[src/rtl/xc_packet_pkg.sv]
// Shared definitions for the correlator packet receiver: ASCII codes, header layout, FSM states.
package xc_packet_pkg;

    localparam logic [7:0] ASCII_CR = 8'h0D;
    localparam logic [7:0] ASCII_LF = 8'h0A;

    // Header field placement within the 64-bit header word
    localparam int unsigned TICK_LSB       = 0;
    localparam int unsigned TICK_W         = 16;
    localparam int unsigned FLAGS_LSB      = 16;
    localparam int unsigned FLAGS_W        = 4;
    localparam int unsigned LAG_CROSS_LSB  = 20;
    localparam int unsigned LAG_CROSS_W    = 8;
    localparam int unsigned LAG_AUTO_LSB   = 28;
    localparam int unsigned LAG_AUTO_W     = 8;
    localparam int unsigned DELAY_LSB      = 36;
    localparam int unsigned DELAY_W        = 12;
    localparam int unsigned NUM_INPUTS_LSB = 48;
    localparam int unsigned NUM_INPUTS_W   = 8;
    localparam int unsigned RESOLUTION_LSB = 56;
    localparam int unsigned RESOLUTION_W   = 8;

    localparam int unsigned PKT_CNT_W      = 16;

    typedef enum logic [1:0] {
        IDLE,
        SHIFT,
        DISCARD
    } rx_state_e;

    typedef struct packed {
        logic       is_hex;
        logic [3:0] nibble;
    } nib_dec_t;

endpackage

[src/rtl/xc_packet_rx_ascii_nibble_decoder.sv]
// Combinational ASCII byte to hex nibble decoder; accepts 0-9, A-F and a-f.
module ascii_nibble_decoder
    import xc_packet_pkg::*;
(
    input  logic [7:0] data_i,
    output nib_dec_t   dec_c
);

    always_comb begin
        dec_c = '0;
        if (data_i >= 8'h30 && data_i <= 8'h39) begin
            dec_c.is_hex = 1'b1;
            dec_c.nibble = 4'(data_i - 8'h30);
        end else if (data_i >= 8'h41 && data_i <= 8'h46) begin
            dec_c.is_hex = 1'b1;
            dec_c.nibble = 4'(data_i - 8'h37);
        end else if (data_i >= 8'h61 && data_i <= 8'h66) begin
            dec_c.is_hex = 1'b1;
            dec_c.nibble = 4'(data_i - 8'h57);
        end
    end

endmodule

[src/rtl/xc_packet_rx.sv]
// Reassembles an ASCII-hex correlator packet (header, payload, timestamp) from a received byte stream.
// Define XC_PACKET_RX_HEADER_CHECK_EN to compare num_inputs/resolution against expected values.
module xc_packet_rx
    import xc_packet_pkg::*;
#(
    parameter int unsigned PAYLOAD_SIZE   = 384,
    parameter int unsigned HEADER_SIZE    = 64,
    parameter int unsigned FOOTER_SIZE    = 64,
    parameter int unsigned TIMEOUT_CYCLES = 1000000
`ifdef XC_PACKET_RX_HEADER_CHECK_EN
    ,
    parameter int unsigned EXP_NUM_INPUTS = 8,
    parameter int unsigned EXP_RESOLUTION = 24
`endif
) (
    input  logic                      sysclk,
    input  logic                      reset,
    input  logic                      enable,
    input  logic [7:0]                rx_data,
    input  logic                      rx_valid,
    output logic                      pkt_valid,
    output logic [PAYLOAD_SIZE-1:0]   pkt_payload,
    output logic [FOOTER_SIZE-1:0]    pkt_timestamp,
    output logic [TICK_W-1:0]         pkt_tick,
    output logic [FLAGS_W-1:0]        pkt_flags,
    output logic [LAG_CROSS_W-1:0]    pkt_lag_cross,
    output logic [LAG_AUTO_W-1:0]     pkt_lag_auto,
    output logic [DELAY_W-1:0]        pkt_delay_size,
    output logic [NUM_INPUTS_W-1:0]   pkt_num_inputs,
    output logic [RESOLUTION_W-1:0]   pkt_resolution,
    output logic [PKT_CNT_W-1:0]      pkt_count,
    output logic                      err_char,
    output logic                      err_length,
    output logic                      err_timeout,
    output logic                      err_header,
    output logic                      busy
);

    localparam int unsigned PKT_W = HEADER_SIZE + PAYLOAD_SIZE + FOOTER_SIZE;
    localparam int unsigned NIB_N = PKT_W / 4;
    localparam int unsigned CNT_W = $clog2(NIB_N + 1);
    localparam int unsigned TMO_W = $clog2(TIMEOUT_CYCLES + 1);

    nib_dec_t dec_c;

    ascii_nibble_decoder u_dec (
        .data_i (rx_data),
        .dec_c  (dec_c)
    );

    rx_state_e                state_q, state_d;
    logic [CNT_W-1:0]         cnt_q, cnt_d;
    logic [PKT_W-1:0]         sr_q, sr_d;
    logic [TMO_W-1:0]         tmo_q, tmo_d;
    logic [HEADER_SIZE-1:0]   hdr_q, hdr_d;
    logic [PAYLOAD_SIZE-1:0]  payload_q, payload_d;
    logic [FOOTER_SIZE-1:0]   ts_q, ts_d;
    logic [PKT_CNT_W-1:0]     pkt_count_q, pkt_count_d;
    logic                     pkt_valid_q, pkt_valid_d;
    logic                     err_char_q, err_char_d;
    logic                     err_length_q, err_length_d;
    logic                     err_timeout_q, err_timeout_d;
    logic                     busy_q, busy_d;
    logic [HEADER_SIZE-1:0]   hdr_sr_c;

    assign hdr_sr_c = sr_q[PKT_W-1 -: HEADER_SIZE];

`ifdef XC_PACKET_RX_HEADER_CHECK_EN
    logic err_header_q, err_header_d;
`endif

    // Next-state, field capture and error pulses
    always_comb begin
        state_d       = state_q;
        cnt_d         = cnt_q;
        sr_d          = sr_q;
        tmo_d         = tmo_q;
        hdr_d         = hdr_q;
        payload_d     = payload_q;
        ts_d          = ts_q;
        pkt_count_d   = pkt_count_q;
        pkt_valid_d   = 1'b0;
        err_char_d    = 1'b0;
        err_length_d  = 1'b0;
        err_timeout_d = 1'b0;
`ifdef XC_PACKET_RX_HEADER_CHECK_EN
        err_header_d  = 1'b0;
`endif
        if (!enable) begin
            state_d = IDLE;
        end else if (rx_valid) begin
            tmo_d = '0;
            unique case (state_q)
                IDLE: begin
                    if (dec_c.is_hex) begin
                        sr_d    = PKT_W'(dec_c.nibble);
                        cnt_d   = CNT_W'(1);
                        state_d = SHIFT;
                    end
                end
                SHIFT: begin
                    if (dec_c.is_hex) begin
                        if (cnt_q == CNT_W'(NIB_N)) begin
                            err_length_d = 1'b1;
                            state_d      = DISCARD;
                        end else begin
                            sr_d  = {sr_q[PKT_W-5:0], dec_c.nibble};
                            cnt_d = cnt_q + CNT_W'(1);
                        end
                    end else if (rx_data == ASCII_CR) begin
                        if (cnt_q == CNT_W'(NIB_N)) begin
                            pkt_valid_d = 1'b1;
                            hdr_d       = hdr_sr_c;
                            payload_d   = sr_q[FOOTER_SIZE +: PAYLOAD_SIZE];
                            ts_d        = sr_q[FOOTER_SIZE-1:0];
                            pkt_count_d = pkt_count_q + PKT_CNT_W'(1);
`ifdef XC_PACKET_RX_HEADER_CHECK_EN
                            err_header_d =
                                (8'(hdr_sr_c[NUM_INPUTS_LSB +: NUM_INPUTS_W] + 8'd1) != 8'(EXP_NUM_INPUTS)) ||
                                (hdr_sr_c[RESOLUTION_LSB +: RESOLUTION_W] != 8'(EXP_RESOLUTION));
`endif
                        end else begin
                            err_length_d = 1'b1;
                        end
                        state_d = IDLE;
                    end else if (rx_data != ASCII_LF) begin
                        err_char_d = 1'b1;
                        state_d    = DISCARD;
                    end
                end
                DISCARD: begin
                    if (rx_data == ASCII_CR) begin
                        state_d = IDLE;
                    end
                end
                default: state_d = IDLE;
            endcase
        end else if (state_q != IDLE) begin
            // A byte arriving on the expiry cycle takes the branch above instead
            if (tmo_q == TMO_W'(TIMEOUT_CYCLES - 1)) begin
                err_timeout_d = 1'b1;
                state_d       = IDLE;
            end else begin
                tmo_d = tmo_q + TMO_W'(1);
            end
        end
        if (state_d == IDLE) begin
            cnt_d = '0;
            tmo_d = '0;
        end
        busy_d = (state_d != IDLE);
    end

    always_ff @(posedge sysclk or posedge reset) begin
        if (reset) begin
            state_q       <= IDLE;
            cnt_q         <= '0;
            sr_q          <= '0;
            tmo_q         <= '0;
            hdr_q         <= '0;
            payload_q     <= '0;
            ts_q          <= '0;
            pkt_count_q   <= '0;
            pkt_valid_q   <= 1'b0;
            err_char_q    <= 1'b0;
            err_length_q  <= 1'b0;
            err_timeout_q <= 1'b0;
            busy_q        <= 1'b0;
        end else begin
            state_q       <= state_d;
            cnt_q         <= cnt_d;
            sr_q          <= sr_d;
            tmo_q         <= tmo_d;
            hdr_q         <= hdr_d;
            payload_q     <= payload_d;
            ts_q          <= ts_d;
            pkt_count_q   <= pkt_count_d;
            pkt_valid_q   <= pkt_valid_d;
            err_char_q    <= err_char_d;
            err_length_q  <= err_length_d;
            err_timeout_q <= err_timeout_d;
            busy_q        <= busy_d;
        end
    end

`ifdef XC_PACKET_RX_HEADER_CHECK_EN
    always_ff @(posedge sysclk or posedge reset) begin
        if (reset) begin
            err_header_q <= 1'b0;
        end else begin
            err_header_q <= err_header_d;
        end
    end
    assign err_header = err_header_q;
`else
    assign err_header = 1'b0;
`endif

    assign pkt_valid      = pkt_valid_q;
    assign pkt_payload    = payload_q;
    assign pkt_timestamp  = ts_q;
    assign pkt_tick       = hdr_q[TICK_LSB +: TICK_W];
    assign pkt_flags      = hdr_q[FLAGS_LSB +: FLAGS_W];
    assign pkt_lag_cross  = hdr_q[LAG_CROSS_LSB +: LAG_CROSS_W];
    assign pkt_lag_auto   = hdr_q[LAG_AUTO_LSB +: LAG_AUTO_W];
    assign pkt_delay_size = hdr_q[DELAY_LSB +: DELAY_W];
    assign pkt_num_inputs = hdr_q[NUM_INPUTS_LSB +: NUM_INPUTS_W];
    assign pkt_resolution = hdr_q[RESOLUTION_LSB +: RESOLUTION_W];
    assign pkt_count      = pkt_count_q;
    assign err_char       = err_char_q;
    assign err_length     = err_length_q;
    assign err_timeout    = err_timeout_q;
    assign busy           = busy_q;

endmodule
[config.mk]
export PLATFORM = sky130hd
export DESIGN_NAME = xc_packet_rx
export DESIGN_NICKNAME = d
export VERILOG_FILES = /design/src/rtl/xc_packet_pkg.sv /design/src/rtl/xc_packet_rx_ascii_nibble_decoder.sv /design/src/rtl/xc_packet_rx.sv
export SDC_FILE = /design/constraint.sdc
export NUM_CORES = 2
export LEC_CHECK = 0
export CORE_AREA = 4 4 312 314
export DETAILED_ROUTE_END_ITERATION = 7
export DIE_AREA = 0 0 316 318
export PLACE_DENSITY = 0.72
export SKIP_CTS_REPAIR_TIMING = 1
export SLEW_MARGIN = 20
export SYNTH_ARGS = -nofsm -noshare
export SYNTH_HDL_FRONTEND = slang
export SYNTH_SLANG_ARGS = --single-unit
[constraint.sdc]
create_clock -name sysclk -period 39.5 [get_ports sysclk]
set_clock_uncertainty 0.15 [all_clocks]
set_input_delay 7.9 -clock sysclk [delete_from_list [all_inputs] [get_ports sysclk]]
set_output_delay 7.9 -clock sysclk [all_outputs]
set_load 0.005 [all_outputs]
==> out/metrics.yaml <==
run_status:
  status: "finished clean"
setup_path:
  slowest_delay_ns: 0.89
  end_kind: "register"
  crit_arrival_ns: 12.90
  crit_slowest_cell: "buf_4"
  worstSetupStartpointType: "primary input"
  path_common_cell: "buf_4"
  r2r_slack_ns: 34.07
  cp_max_fo: 212
  path_delay_family: "buffers and inverters"
  crit_buf_inv: 7
  cp.required_ns: 39.96
  worstPathCellList: "clkdlybuf4s50_1 -> inv_1 -> ha_1 -> nor3b_1 -> a211oi_1 -> buf_4 -> o2111ai_4 -> buf_4 -> buf_12 -> buf_4 -> buf_4 -> nand2_1 -> o21ai_1"
  path_class: "primary input to register"
routing:
  wl_per_cell_um: 16.7
  vias: 32100
  antenna_left: 0
  firstDrtPassIters: 5
  routed_wl_um: 108000
  drtIter0Drc: 2806
  drc: 0
  vias_per_cell: 4.97
sta:
  hold_ws_ns: 0.312
  tightest_slew_ns: 1.07
  setup_slack_ns: 27.06
  rsz0062_at_grt: "false"
  relSlewSlack_pct: 28.7
  period_minus_slack_ns: 12.44
  setup_viol: 0
  final.setup.tns_ns: 0
  fmax_ghz: 0.0804
  hold_viol_final: 0
  finalMaxSlewViolations: 0
  timing.final.crit_share_pct: 31.5
place:
  gp_congestion: 0.820
  dp_hpwl_um: 68400
  port-buffer-count: 544
  dpl_worst_slack_ns: 26.47
grt:
  grt_use_met2_pct: 34.3
  grt.met1_usage_pct: 29.4
  grt_max_degree: 213
  grt_pass1_wl_um: 174000
  grt_pass1_vias: 31000
  use_met3_pct: 4.09
  grt_overflow: 0
  globalRouteTotalUtil_pct: 21.4
  busiest_layer: "met2"
  antenna_found_initial: 1
layout:
  final_common_cell: "nand2_1"
  drive_above_1_share_pct: 4.67
  area_growth_pct: 23.2
  num-nets-final: 5111
  n_antenna_cell: 0
  final_cell_mix: "nand2_1 (2578), dfrtp_1 (1075), clkdlybuf4s50_1 (544)"
pwr:
  power.density_nw_per_um2: 43.2
  leakagePower_nw: 24.5
  max-vdd-ir-drop_uv: 36.6
clock_network:
  clock_latency_ns: 0.69
  cts_sinks: 1075
  clk_pin_slew_ns: 0.06
  cts_max_level: 3
  cts_buffer_depth: 3
  numCtsBuffers: 108
  root_buffer: "clkbuf_16"
  cts_tree: "yes"
synthesis:
  ys_warn_count: 0
  synth.yosys.seq_area_share_pct: 63.6
  syn_nets: 4715
  synthCells: 4695
  syn_area_um2: 42300
  synth_top_cell_area_share_pct: 63.6
  yosysTopAreaCell: "dfrtp_1"
  synth-main-ff-cell: "dfrtp_1"
  synth_edf_count: 0
  syn_avg_cell_area_um2: 9.00
  ys_seq_elements: 1075
  netlist_top_cells_area: "dfrtp_1 (64%), nand2_1 (23%), o21ai_1 (4.7%)"
  synthArstFlopShare_pct: 100
  synth_cell_types: 55
floorplan:
  die_h_um: 318
  dieArea_um2: 100000
  die_w_um: 316
  initial_core_util_pct: 44.7
  row_count: 113
  ios: 546
  core_area_um2: 94600
worst_hold_path:
  hold_class: "register to register"
job:
  max-cap-violations: 0
==> worst paths after layout <==
path                                             start                       endpoint  depth (start not counted)
min                        pkt_payload[57]$_DFFE_PP0P_    pkt_payload[57]$_DFFE_PP0P_                          2
min in group asynchronous                        reset  pkt_timestamp[39]$_DFFE_PP0P_                          2
max in group asynchronous                        reset   pkt_payload[206]$_DFFE_PP0P_                          6
max                                         rx_data[0]          sr_q[109]$_DFFE_PP0P_                         13
max reg2reg                       cnt_q[0]$_DFFE_PP0P_          sr_q[109]$_DFFE_PP0P_                         11
min reg2reg                pkt_payload[57]$_DFFE_PP0P_    pkt_payload[57]$_DFFE_PP0P_                          2
==> worst reg2reg max path: stages, from the launching register on <==
cell       delay [ns]
dfrtp_1          0.41
inv_1            0.08
ha_1             0.13
nor4bb_1         0.69
nand3_1          0.30
o2111ai_4        0.19
buf_4            0.64
buf_12           0.56
buf_4            1.01
buf_4            0.90
nand2_1          0.21
o21ai_1          0.12
==> per-stage QoR <==
stage	util (%)	area, µm²	total power [W]	std cells
6_report	55.0	52100	0.00225	6447
5_1_grt	55.0	52100	0.00233	6447
4_1_cts	55.0	52000	0.00228	6446
3_5_place_dp	50.9	48200	0.00117	6245
3_3_place_gp	50.9	48100	0.00117	6244
2_1_floorplan	-	42300	0.00116	4695
==> sequential cells by signal, indices dropped and copies added, names as in the netlist, 2 cells and up <==
name / count
sr_q: 512
cnt_q: 8
state_q: 2
pkt_timestamp: 64
pkt_payload: 384
tmo_q: 20
hdr_q: 64
pkt_count: 16
==> cells in the mapped netlist (2+ instances only) <==
cell       count
or2_2          4
nor4_1        10
nor4b_1        2
o31ai_1        8
o21ai_0      122
nor2b_1        3
nand4bb_1      2
o211ai_1       4
mux2i_1        9
nor3b_1        3
a211oi_1       6
a41oi_1        2
buf_6         45
nand3b_1      10
nor3_1         4
and2_1         3
or3_1          4
a221oi_1       2
a31oi_1        2
nand2_1     2578
clkbuf_1     193
or4_1          8
nor4_2         2
ha_1           8
nor2_1        15
buf_1          3
nand3_1       30
a22oi_1        3
and3_1         9
o21ai_1      400
xor2_1         3
nand4_1        4
a21oi_1       13
xnor2_1       15
nand4b_1       2
dfrtp_1     1075
and4_1         3
buf_2         58
inv_1         12
==> where the power goes <==
group          internal, W  leakage (nW)  switching (W)
registers          0.00110          15.0     0.00000153
clock network     0.000655          1.91       0.000444
logic           0.00000529          7.57      0.0000396
==> kinds of logic after synthesis <==
family                   share of synthesized area [%]
AO/OA/AOI/OAI                                     7.03
XOR/XNOR                                         0.373
adder cells (fa/ha/maj)                          0.237
buffers and inverters                             3.75
flip-flops                                        63.6
multiplexers                                     0.240
other                                          0.00887
AND/OR/NAND/NOR                                   24.7
==> final cells by class <==
class,count,area [µm²]
tap,1265,1580
inverter,12,52.6
timing repair buffer,586,5850
clock buffer,152,3140
sequential,1075,26900
fill,8268,42500
clock inverter,49,732
multi-input combinational,3308,13800
==> routing by layer <==
| metal | share of wire, % | vias up | wire length, µm |
|---|---|---|---|
| met2 | 48 | 761 | 51300 |
| met4 | 3.0 | 0 | 3210 |
| met1 | 44 | 15600 | 47000 |
| li1 | - | 15600 | - |
| met3 | 5.6 | 151 | 6070 |
| met5 | 0 | - | 0 |
(Power assumes the default switching activity.)
